File: config.mk
export PLATFORM = sky130hd
export DESIGN_NAME = effect_echo_fb
export DESIGN_NICKNAME = d
export VERILOG_FILES = /design/src/rtl/effect_pkg.sv /design/src/rtl/echo_mixer.sv /design/src/rtl/effect_echo_fb.sv
export SDC_FILE = /design/constraint.sdc
export NUM_CORES = 1
export LEC_CHECK = 0
export ABC_AREA = 0
export BUFFER_PORTS_ARGS = -buffer_cell sky130_fd_sc_hd__buf_4
export CAP_MARGIN = 20
export CELL_PAD_IN_SITES_DETAIL_PLACEMENT = 0
export CELL_PAD_IN_SITES_GLOBAL_PLACEMENT = 1
export CORE_ASPECT_RATIO = 2
export CORE_MARGIN = 2
export CORE_UTILIZATION = 51
export DETAILED_ROUTE_END_ITERATION = 10
export GPL_ROUTABILITY_DRIVEN = 0
export PLACE_DENSITY = 0.94
export SLEW_MARGIN = 20
export SYNTH_ARGS = -nofsm -noshare
export SYNTH_HDL_FRONTEND = slang
export SYNTH_SLANG_ARGS = --single-unit
File: constraint.sdc
create_clock -name i_clk -period 12.23 [get_ports i_clk]
set_clock_uncertainty 0.15 [all_clocks]
set_input_delay 1.8345 -clock i_clk [delete_from_list [all_inputs] [get_ports i_clk]]
set_output_delay 1.8345 -clock i_clk [all_outputs]
set_load 0.02 [all_outputs]
File: src/rtl/effect_pkg.sv
// Shared types and helpers for the feedback echo effect: FSM state encoding,
// DATA_W saturation and the level-to-delay mapping.
package effect_pkg;

   typedef enum logic [1:0] {
      ST_CLEAR = 2'd0,
      ST_IDLE  = 2'd1,
      ST_READ  = 2'd2,
      ST_WRITE = 2'd3
   } echo_state_e;

   localparam int unsigned LEVEL_STEPS = 32'd8;

   function automatic logic signed [31:0] sat_w(input logic signed [31:0] v, input int unsigned w);
      logic signed [31:0] hi;
      logic signed [31:0] lo;
      hi = (32'sd1 <<< (w - 32'd1)) - 32'sd1;
      lo = -hi - 32'sd1;
      if (v > hi) begin
         sat_w = hi;
      end else if (v < lo) begin
         sat_w = lo;
      end else begin
         sat_w = v;
      end
   endfunction

   // D = min((level+1)*(depth/8), depth-1)
   function automatic logic [31:0] level_to_delay(input logic [2:0] level, input int unsigned depth);
      logic [31:0] d;
      d = (32'(level) + 32'd1) * (depth / LEVEL_STEPS);
      if (d > depth - 32'd1) begin
         level_to_delay = depth - 32'd1;
      end else begin
         level_to_delay = d;
      end
   endfunction

endpackage

File: src/rtl/echo_mixer.sv
// Combinational wet/dry mixer and feedback term for the echo effect.
// Both results are computed at DATA_W+4 bits and saturated back to DATA_W.
module echo_mixer
   import effect_pkg::*;
#(
   parameter int DATA_W = 16
) (
   input  logic signed [DATA_W-1:0] x,
   input  logic signed [DATA_W-1:0] y,
   input  logic        [1:0]        m,
   input  logic        [2:0]        f,
   input  logic                     enable,
   output logic signed [DATA_W-1:0] out_data,
   output logic signed [DATA_W-1:0] wr_data
);

   localparam int WW = DATA_W + 4;
   localparam logic signed [WW-1:0] FOUR_S = WW'(4'sd4);

   logic signed [WW-1:0] x_s;
   logic signed [WW-1:0] y_s;
   logic signed [WW-1:0] m_s;
   logic signed [WW-1:0] f_s;
   logic signed [WW-1:0] mix_s;
   logic signed [WW-1:0] fb_s;

   // mix = (x*(4-m) + y*m) >>> 2, feedback write = x + (y*f) >>> 3
   always_comb begin
      x_s   = WW'(x);
      y_s   = WW'(y);
      m_s   = WW'($signed({1'b0, m}));
      f_s   = WW'($signed({1'b0, f}));
      mix_s = (x_s * (FOUR_S - m_s) + y_s * m_s) >>> 2'd2;
      fb_s  = x_s + ((y_s * f_s) >>> 2'd3);
      if (enable) begin
         out_data = DATA_W'(sat_w(32'(mix_s), DATA_W));
         wr_data  = DATA_W'(sat_w(32'(fb_s), DATA_W));
      end else begin
         out_data = x;
         wr_data  = x;
      end
   end

endmodule

File: src/rtl/effect_echo_fb.sv
// Feedback echo effect: keeps a circular sample history in external SRAM and
// returns a wet/dry mix of the current and delayed sample.
module effect_echo_fb
   import effect_pkg::*;
#(
   parameter int DATA_W   = 16,
   parameter int ADDR_W   = 20,
   parameter int DEPTH    = 32000,
   parameter int SRAM_LAT = 2
) (
   input  logic                     i_clk,
   input  logic                     i_rst,
   input  logic                     i_valid,
   input  logic signed [DATA_W-1:0] i_data,
   input  logic                     i_enable,
   input  logic        [2:0]        i_level,
   input  logic        [1:0]        i_mix,
   input  logic        [2:0]        i_fb,
   input  logic signed [DATA_W-1:0] i_sram_rdata,
   output logic        [ADDR_W-1:0] o_sram_addr,
   output logic                     o_sram_we_n,
   output logic signed [DATA_W-1:0] o_sram_wdata,
   output logic signed [DATA_W-1:0] o_data,
   output logic                     o_valid,
   output logic                     o_busy,
   output logic                     o_overrun
);

   localparam int CNT_W = (SRAM_LAT > 1) ? $clog2(SRAM_LAT) : 1;
   localparam logic [CNT_W-1:0]  LAT_LAST  = CNT_W'(SRAM_LAT - 1);
   localparam logic [ADDR_W-1:0] ADDR_LAST = ADDR_W'(DEPTH - 1);

   echo_state_e              state_r;
   logic        [ADDR_W-1:0] wp_r;
   logic        [CNT_W-1:0]  lat_cnt_r;
   logic signed [DATA_W-1:0] x_r;
   logic signed [DATA_W-1:0] y_r;
   logic        [1:0]        m_r;
   logic        [2:0]        f_r;
   logic                     en_r;
   logic                     busy_r;
   logic                     overrun_r;
   logic signed [DATA_W-1:0] data_r;
   logic                     valid_r;
   logic        [ADDR_W-1:0] addr_r;
   logic                     we_n_r;
   logic signed [DATA_W-1:0] wdata_r;

   logic        [31:0]       d_s;
   logic        [ADDR_W-1:0] rp_s;
   logic        [ADDR_W-1:0] wp_next_s;
   logic signed [DATA_W-1:0] y_mix_s;
   logic signed [DATA_W-1:0] out_s;
   logic signed [DATA_W-1:0] w_s;

   // Read pointer from the delay requested with the sample being captured.
   // During READ the mixer sees live SRAM data so the write value is ready
   // at the same edge that latches y.
   always_comb begin
      d_s = level_to_delay(i_level, DEPTH);
      if (32'(wp_r) >= d_s) begin
         rp_s = ADDR_W'(32'(wp_r) - d_s);
      end else begin
         rp_s = ADDR_W'(32'(wp_r) + 32'(DEPTH) - d_s);
      end
      if (wp_r == ADDR_LAST) begin
         wp_next_s = '0;
      end else begin
         wp_next_s = wp_r + ADDR_W'(1'b1);
      end
      if (state_r == ST_READ) begin
         y_mix_s = i_sram_rdata;
      end else begin
         y_mix_s = y_r;
      end
   end

   echo_mixer #(.DATA_W(DATA_W)) u_mixer (
      .x        (x_r),
      .y        (y_mix_s),
      .m        (m_r),
      .f        (f_r),
      .enable   (en_r),
      .out_data (out_s),
      .wr_data  (w_s)
   );

   // Main FSM: buffer clear, sample capture, delayed read, write-back and output.
   always_ff @(posedge i_clk) begin
      if (i_rst) begin
         state_r   <= ST_CLEAR;
         busy_r    <= 1'b1;
         addr_r    <= '0;
         we_n_r    <= 1'b0;
         wdata_r   <= '0;
         wp_r      <= '0;
         lat_cnt_r <= '0;
         x_r       <= '0;
         y_r       <= '0;
         m_r       <= 2'd0;
         f_r       <= 3'd0;
         en_r      <= 1'b0;
         data_r    <= '0;
         valid_r   <= 1'b0;
         overrun_r <= 1'b0;
      end else begin
         valid_r <= 1'b0;
         if (i_valid && (state_r != ST_IDLE)) begin
            overrun_r <= 1'b1;
         end
         case (state_r)
            ST_CLEAR: begin
               if (addr_r == ADDR_LAST) begin
                  state_r <= ST_IDLE;
                  busy_r  <= 1'b0;
                  addr_r  <= '0;
                  we_n_r  <= 1'b1;
               end else begin
                  addr_r  <= addr_r + ADDR_W'(1'b1);
               end
            end
            ST_IDLE: begin
               if (i_valid) begin
                  x_r       <= i_data;
                  m_r       <= i_mix;
                  f_r       <= i_fb;
                  en_r      <= i_enable;
                  lat_cnt_r <= '0;
                  addr_r    <= rp_s;
                  we_n_r    <= 1'b1;
                  busy_r    <= 1'b1;
                  state_r   <= ST_READ;
               end
            end
            ST_READ: begin
               if (lat_cnt_r == LAT_LAST) begin
                  y_r     <= i_sram_rdata;
                  addr_r  <= wp_r;
                  we_n_r  <= 1'b0;
                  wdata_r <= w_s;
                  state_r <= ST_WRITE;
               end else begin
                  lat_cnt_r <= lat_cnt_r + CNT_W'(1'b1);
               end
            end
            ST_WRITE: begin
               data_r  <= out_s;
               valid_r <= 1'b1;
               wp_r    <= wp_next_s;
               addr_r  <= '0;
               we_n_r  <= 1'b1;
               wdata_r <= '0;
               busy_r  <= 1'b0;
               state_r <= ST_IDLE;
            end
            default: begin
               state_r <= ST_CLEAR;
               busy_r  <= 1'b1;
               addr_r  <= '0;
               we_n_r  <= 1'b0;
               wdata_r <= '0;
            end
         endcase
      end
   end

   assign o_sram_addr  = addr_r;
   assign o_sram_we_n  = we_n_r;
   assign o_sram_wdata = wdata_r;
   assign o_data       = data_r;
   assign o_valid      = valid_r;
   assign o_busy       = busy_r;
   assign o_overrun    = overrun_r;

endmodule

# == Yosys cells after proc, flatten, opt, wreduce, memory -nomap -nowiden ==
# Cells that the tools add are included.
# word_totals
wordCells,86
ff_bits,117
output_inout_bits,56
input_bits,44
# classes
n_lt_le_gt_ge,6
eq_ne,9
n_mux,30
n_addsub,10
reduce_logical,12
mul,4
# op_table
op,count
16-bit 2-to-1 mux,9
20-bit 2-to-1 mux,5
20-bit case mux with 4 select lines,1
"20-bit by 1-bit adder with 20-bit output, second input constant",2
"20-bit by 15-bit == test with 1-bit output, second input constant",2
16-bit by 4-bit multiplier with 20-bit output,2
20-bit subtractor,2
"18-bit by 16-bit > comparator with 1-bit output, second input constant",2
"18-bit by 16-bit less-than comparator with 1-bit output, second input constant",2
20-bit by 32-bit >= comparator with 1-bit output,1
16-bit case mux with 2 select lines,1
"20-bit by 15-bit adder with 20-bit output, second input constant",1
20-bit by 19-bit adder with 20-bit output,1
16-bit by 3-bit multiplier with 19-bit output,1
16-bit by 17-bit adder with 18-bit output,1
"16-bit by 15-bit > comparator with 1-bit output, second input constant",1
"4-bit by 7-bit multiplier with 11-bit output, second input constant",1
2-bit AND reduction,5
2-bit case mux with 4 select lines,1
1-bit 2-to-1 mux,7
2-bit 2-to-1 mux,3
"2-bit != test, second input constant",3
3-bit AND reduction,2
"3-bit by 1-bit adder with 4-bit output, second input constant",1
other kinds (12),14

# == Depth between registers and ports, before layout ==
# depth
depth_word,10
ltp_mapped,32
depth_no_buf,28

# == Modules after synthesis ==
# A second synthesis with hierarchy kept.
# unflattened
hier_cells,1860
area_unflattened_um2,14664.1
# modules_own_cells
mod,seq_area_each_um2,n_inst,cells_each,area_per_inst_um2
effect_echo_fb,2342.2,1,1050,8369.3
echo_mixer,0.0,1,810,6294.8

# == Least setup slack after synthesis ==
# OpenSTA, ideal clock, no wires.
# synth_path
path_kind,input to register
startpoint,input i_sram_rdata[2]
endpoint,"register wdata_r[10], in the netlist o_sram_wdata[10]"
setup_time_ps,117
arrival_ps,7687
n_path_buf,2
stages,27
required_time_ps,11963
setup_slack_ps,4275
cell_sequence,mux2i_1 -> nor2b_1 -> ha_1 -> inv_1 -> fa_1 -> inv_1 -> fa_1 -> a21o_1 -> a21oi_1 -> nor2_1 -> o21a_1 -> o311a_1 -> or3_1 -> a31o_2 -> a21oi_1 -> xnor2_1 -> ha_1 -> clkbuf_2 -> and3_1 -> a2111oi_0 -> and2_1 -> a221oi_1 -> o211a_1 -> nor4_2 -> buf_2 -> o21ai_0 -> a32o_1
# synth_via
elab_chain_cells,9
elab_cells_between_ends,10
cone_classes,1 x add/sub; 1 x mul; 2 x order compare; 6 x mux
# synth_lines
element,line,rtl
"start, declared",effect_echo_fb.sv:19,"input logic signed [DATA_W-1:0] i_sram_rdata,"
16-bit 2-to-1 mux *,effect_echo_fb.sv:71,if (state_r == ST_READ) begin
16-bit by 4-bit multiplier with 20-bit output *,echo_mixer.sv:34,fb_s = x_s + ((y_s * f_s) >>> 2'd3);
16-bit by 17-bit adder with 18-bit output *,echo_mixer.sv:34,
18-bit by 16-bit less-than comparator with 1-bit output,effect_pkg.sv:21,end else if (v < lo) begin
16-bit 2-to-1 mux,effect_pkg.sv:21,
16-bit 2-to-1 mux *,effect_pkg.sv:19,if (v > hi) begin
16-bit 2-to-1 mux *,echo_mixer.sv:35,if (enable) begin
16-bit 2-to-1 mux *,effect_echo_fb.sv:136,if (lat_cnt_r == LAT_LAST) begin
16-bit case mux with 2 select lines *,effect_echo_fb.sv:111,case (state_r)
"end signal, assigned",effect_echo_fb.sv:140,wdata_r <= w_s;
"end, declared",effect_echo_fb.sv:47,logic signed [DATA_W-1:0] wdata_r;
# Mark *: on every way between the ends. The rest lies on a longest branch, timed or not. The select of a mux whose other input is x is not followed.
# A chain may end at the register's enable or synchronous reset.

# == Worst setup path in the final report ==
# layout_path
startpoint,register state_r[0]
endpoint,"register wdata_r[10], in the netlist o_sram_wdata[10]"
# layout_via
elab_chain_cells,10
elab_cells_between_ends,15
cone_classes,1 x add/sub; 1 x mul; 2 x order compare; 3 x eq/ne; 6 x mux; 2 x reduce/logical
# layout_lines
element,line,rtl
"start, declared",effect_echo_fb.sv:33,echo_state_e state_r;
"start signal, assigned",effect_echo_fb.sv:91,state_r <= ST_CLEAR;
"start signal, assigned",effect_echo_fb.sv:114,state_r <= ST_IDLE;
"start signal, assigned",effect_echo_fb.sv:132,state_r <= ST_READ;
2-bit == test,"effect_echo_fb.sv:71, effect_echo_fb.sv:111",
16-bit 2-to-1 mux,effect_echo_fb.sv:71,
16-bit by 4-bit multiplier with 20-bit output,echo_mixer.sv:34,
16-bit by 17-bit adder with 18-bit output,echo_mixer.sv:34,
18-bit by 16-bit less-than comparator with 1-bit output,effect_pkg.sv:21,
16-bit 2-to-1 mux,effect_pkg.sv:21,
16-bit 2-to-1 mux,effect_pkg.sv:19,
16-bit 2-to-1 mux,echo_mixer.sv:35,
16-bit 2-to-1 mux,effect_echo_fb.sv:136,
16-bit case mux with 2 select lines,effect_echo_fb.sv:111,
# Parallel ways exist; a longest one is shown, timed or not. The select of a mux whose other input is x is not followed.

==> key figures <==
Timing
  • Slew Limit Headroom: 32.55%
  • Final count of negative-setup-slack endpoints: 0
  • Least-Margin Pin Slew: 0.9836 ns
  • Unrepaired setup endpoints after global routing: false
  • Fin crit share: 68.72%
  • Slew Limit Fails: 0
  • Fmax: 119.0 MHz
  • Setup Total Neg Slack: 0 ns
  • Hold Fails Final Rpt: 0
  • Hold Slack: 0.3030 ns
  • Tmin final: 8.404 ns

Worst hold path
  • Hold Path Sink: y_r[0]$_SDFFE_PP0P_
  • Hold Crit Start: y_r[0]$_SDFFE_PP0P_
  • HP Class: register to register
  • Hold Path Stages: 2

Power
  • Pwr dens: 79.90 nW/um2
  • Sw Share: 32.91%
  • Sequential power share: 30.6%
  • Worst vdd ir: 108.5 uV
  • Clock share of power: 41.7%
  • Int Pwr: 840.6 uW
  • P_leak: 7.310 nW
  • Gate power share: 27.7%
  • NetSw: 412.3 uW

Clocking
  • CTS max path bufs: 2
  • H-tree level count: 4
  • CTS tree: built
  • TritonCTS Buffers: 17
  • Worst-Skew Late Latency: 0.44 ns
  • Post-CTS Setup Repair Bufs: 0
  • Post-CTS sizing: 0
  • Clock Root Buffer: clkbuf_16
  • Clock Pin Slew Worst Setup and Hold Paths: 0.06 ns
  • # clock sinks: 117
  • Hold_buf cts: 0

Routing
  • DRT Pass-1 Iters: 5
  • Routed WL: 38.28 mm
  • DR vias/cell: 5.643
  • Drt drc: 0
  • Post-DR wirelength/cell: 17.14 um
  • DR vias: 12600
  • Iter 0 DRT Violations: 968
  • Routed Antenna Nets: 0

Place
  • HPWL after DPL: 30.08 mm
  • Port Buffers: 99

Worst setup path
  • Crit. End Element: register
  • Critical path's slowest cell: ha_1
  • CP startpoint kind: register
  • Crit Path Category: register to register
  • WP data required: 12.40 ns
  • CP max FO: 15
  • Reg-to-Reg End: o_sram_wdata[10]$_SDFFE_PP0P_
  • Worst R2R Path Depth: 29
  • Critical Path Stages: 29
  • CP delay by family, top: compound AO/OA/AOI/OAI gates
  • CP bufs+invs: 5
  • Reg2reg setup slack: 3.83 ns
  • Worst r2r src: state_r[0]$_SDFFE_PP0P_
  • Max incr delay on CP: 0.65 ns
  • Critical Path AT: 8.58 ns

Synthesis
  • Ys flop type: dfxtp_1
  • Syn Nets: 2106
  • #FFs+latches synth: 117
  • Mux cell area share after synthesis: 1.719%
  • EDFF count, synth: 0
  • Yosys warns: 0
  • Cells after synthesis: 1795
  • Post-synthesis cell type count: 76
  • Post-synthesis simple-gate area fraction: 20.37%
  • Mapped cell area: 14050 um2
  • Ys async rst share: 0%
  • Xor/xnor share of the synthesized area: 6.422%
  • Adder-cell area share of the yosys netlist: 28.16%
  • Largest family of logic cells by synthesized area: adder cells
  • Sequential area share after synthesis: 16.67%
  • Complex-gate fraction of the synthesized area: 18.66%
  • Avg Cell Area, Syn: 7.826 um2

Global routing
  • Largest net degree at the start of global routing: 63
  • Vias in the first global route: 11900
  • First-pass GRT wire length: 62.18 mm
  • GRT overflow: 0
  • Gr usage total: 27.16%
  • Initial antenna violation count: 0

Layout
  • Fraction of layout cells with a size suffix above 1: 8.772%
  • Area grow syn2layout: 11.62%
  • Antenna cell count: 0
  • Commonest non-fill, non-tap cell in the layout: inv_1
  • Nets: 2179
  • Most frequent cells in the layout: 234 x inv_1, 185 x ha_1, 173 x nor2_1, 172 x nand2_1, 123 x a21oi_1

Floorplanning
  • Die Y: 238.7 um
  • Die ar.: 28970 um2
  • Initial Utilization: 51.40%
  • Die width: 121.4 um
  • Placement Rows: 86
  • IO Count: 100
  • Core box area: 27330 um2

Status
  • Outcome: finished, final reports clean

Run
  • Max-cap check violation count: 0
## worst min-delay path: cells and delay by family, from the launching register on
kind            cells  cell delay [ns]
simple gates        1             0.05
flops               1             0.30
compound gates      1             0.05
## synth_stat cells, drive strengths merged (5+ instances only)
master / instances / area share [%]
nor2b: 45 / 2.0
and3: 19 / 0.85
clkbuf: 44 / 1.2
a32o: 15 / 1.1
a21o: 26 / 1.4
a221oi: 9 / 0.56
nor3: 46 / 1.6
o211ai: 8 / 0.46
mux2i: 23 / 1.6
nor4: 12 / 0.58
or3: 10 / 0.45
a22oi: 11 / 0.59
inv: 234 / 6.3
a31oi: 15 / 0.77
ha: 185 / 16
nand2b: 25 / 1.1
buf: 12 / 0.50
a32oi: 10 / 0.62
or2: 10 / 0.45
fa: 82 / 12
and2: 48 / 2.1
a211oi: 14 / 0.75
o31ai: 19 / 1.1
o21ai: 63 / 2.2
o21a: 13 / 0.69
a311oi: 5 / 0.31
o21bai: 10 / 0.53
a21oi: 123 / 4.4
nand3: 20 / 0.71
dfxtp: 117 / 17
nand2: 172 / 4.6
nand4: 8 / 0.36
xor2: 46 / 2.9
xnor2: 57 / 3.6
nor2: 173 / 4.6
## layer usage
metal  global-route usage, %  share of wire (%)  wire length (um)
met1                   37.21                 45             17320
met2                   43.34                 46             17520
met3                   3.793                5.5              2108
met4                   10.14                3.5              1326
met5                       0                  0                 0
## logic make-up after synthesis
group,after synthesis
fa+ha+maj,267
simple gates,603
mux,24
xor+xnor,103
flops,117
buf+inv,292
compound gates,389
## worst max-delay path by stage
| stage | slack (ns) | endpoint | startpoint |
|---|---|---|---|
| 6_report | 3.83 | o_sram_wdata[10]$_SDFFE_PP0P_ | state_r[0]$_SDFFE_PP0P_ |
| 5_1_grt | 3.18 | o_sram_wdata[5]$_SDFFE_PP0P_ | state_r[0]$_SDFFE_PP0P_ |
| 4_1_cts | 3.54 | o_sram_wdata[10]$_SDFFE_PP0P_ | state_r[0]$_SDFFE_PP0P_ |
| 3_5_place_dp | 3.21 | o_sram_wdata[13]$_SDFFE_PP0P_ | i_sram_rdata[2] |
| 3_3_place_gp | 3.35 | o_sram_wdata[3]$_SDFFE_PP0P_ | i_sram_rdata[2] |
| 2_1_floorplan | 4.28 | o_sram_wdata[10]$_SDFFE_PP0P_ | i_sram_rdata[2] |
## registers in the layout, indices dropped and copies added, names as in the netlist
register / flops
o_valid: 1
o_data: 16
lat_cnt_r: 1
o_sram_wdata: 16
m_r: 2
o_overrun: 1
en_r: 1
f_r: 3
state_r: 2
o_busy: 1
o_sram_addr: 20
x_r: 16
o_sram_we_n: 1
wp_r: 20
y_r: 16
## area by class of cell
| class | count | area (um2) |
|---|---|---|
| Inverter | 236 | 885.9 |
| Clock inverter | 15 | 176.4 |
| Clock buffer | 17 | 425.4 |
| Tap cell | 352 | 440.4 |
| Multi-Input combinational cell | 1386 | 10590 |
| Sequential cell | 117 | 2342 |
| Timing Repair Buffer | 110 | 823.3 |
| Fill cell | 2609 | 11650 |
## per-stage QoR
step | cells | total power, mW | worst slack, ns | area [um2] | util [%]
4_1_cts | 2231 | 1.249 | 3.536 | 15670 | 57.32
6_report | 2233 | 1.253 | 3.826 | 15680 | 57.37
2_1_floorplan | 1795 | 0.6422 | 4.275 | 14050 | -
3_3_place_gp | 2199 | 0.7264 | 3.349 | 15070 | 55.12
5_1_grt | 2233 | 1.315 | 3.184 | 15680 | 57.37
3_5_place_dp | 2199 | 0.7285 | 3.213 | 15070 | 55.12
## power by group through the flow
| stage | clock network (mW) | registers [mW] | logic, mW |
|---|---|---|---|
| global route | 0.543 | 0.384 | 0.389 |
| detailed placement | 0 | 0.392 | 0.337 |
| global placement | 0 | 0.392 | 0.335 |
| floorplan | 0 | 0.393 | 0.249 |
| finish | 0.523 | 0.384 | 0.347 |
| CTS | 0.525 | 0.384 | 0.340 |
No activity file was read; power rests on OpenSTA's default activity.
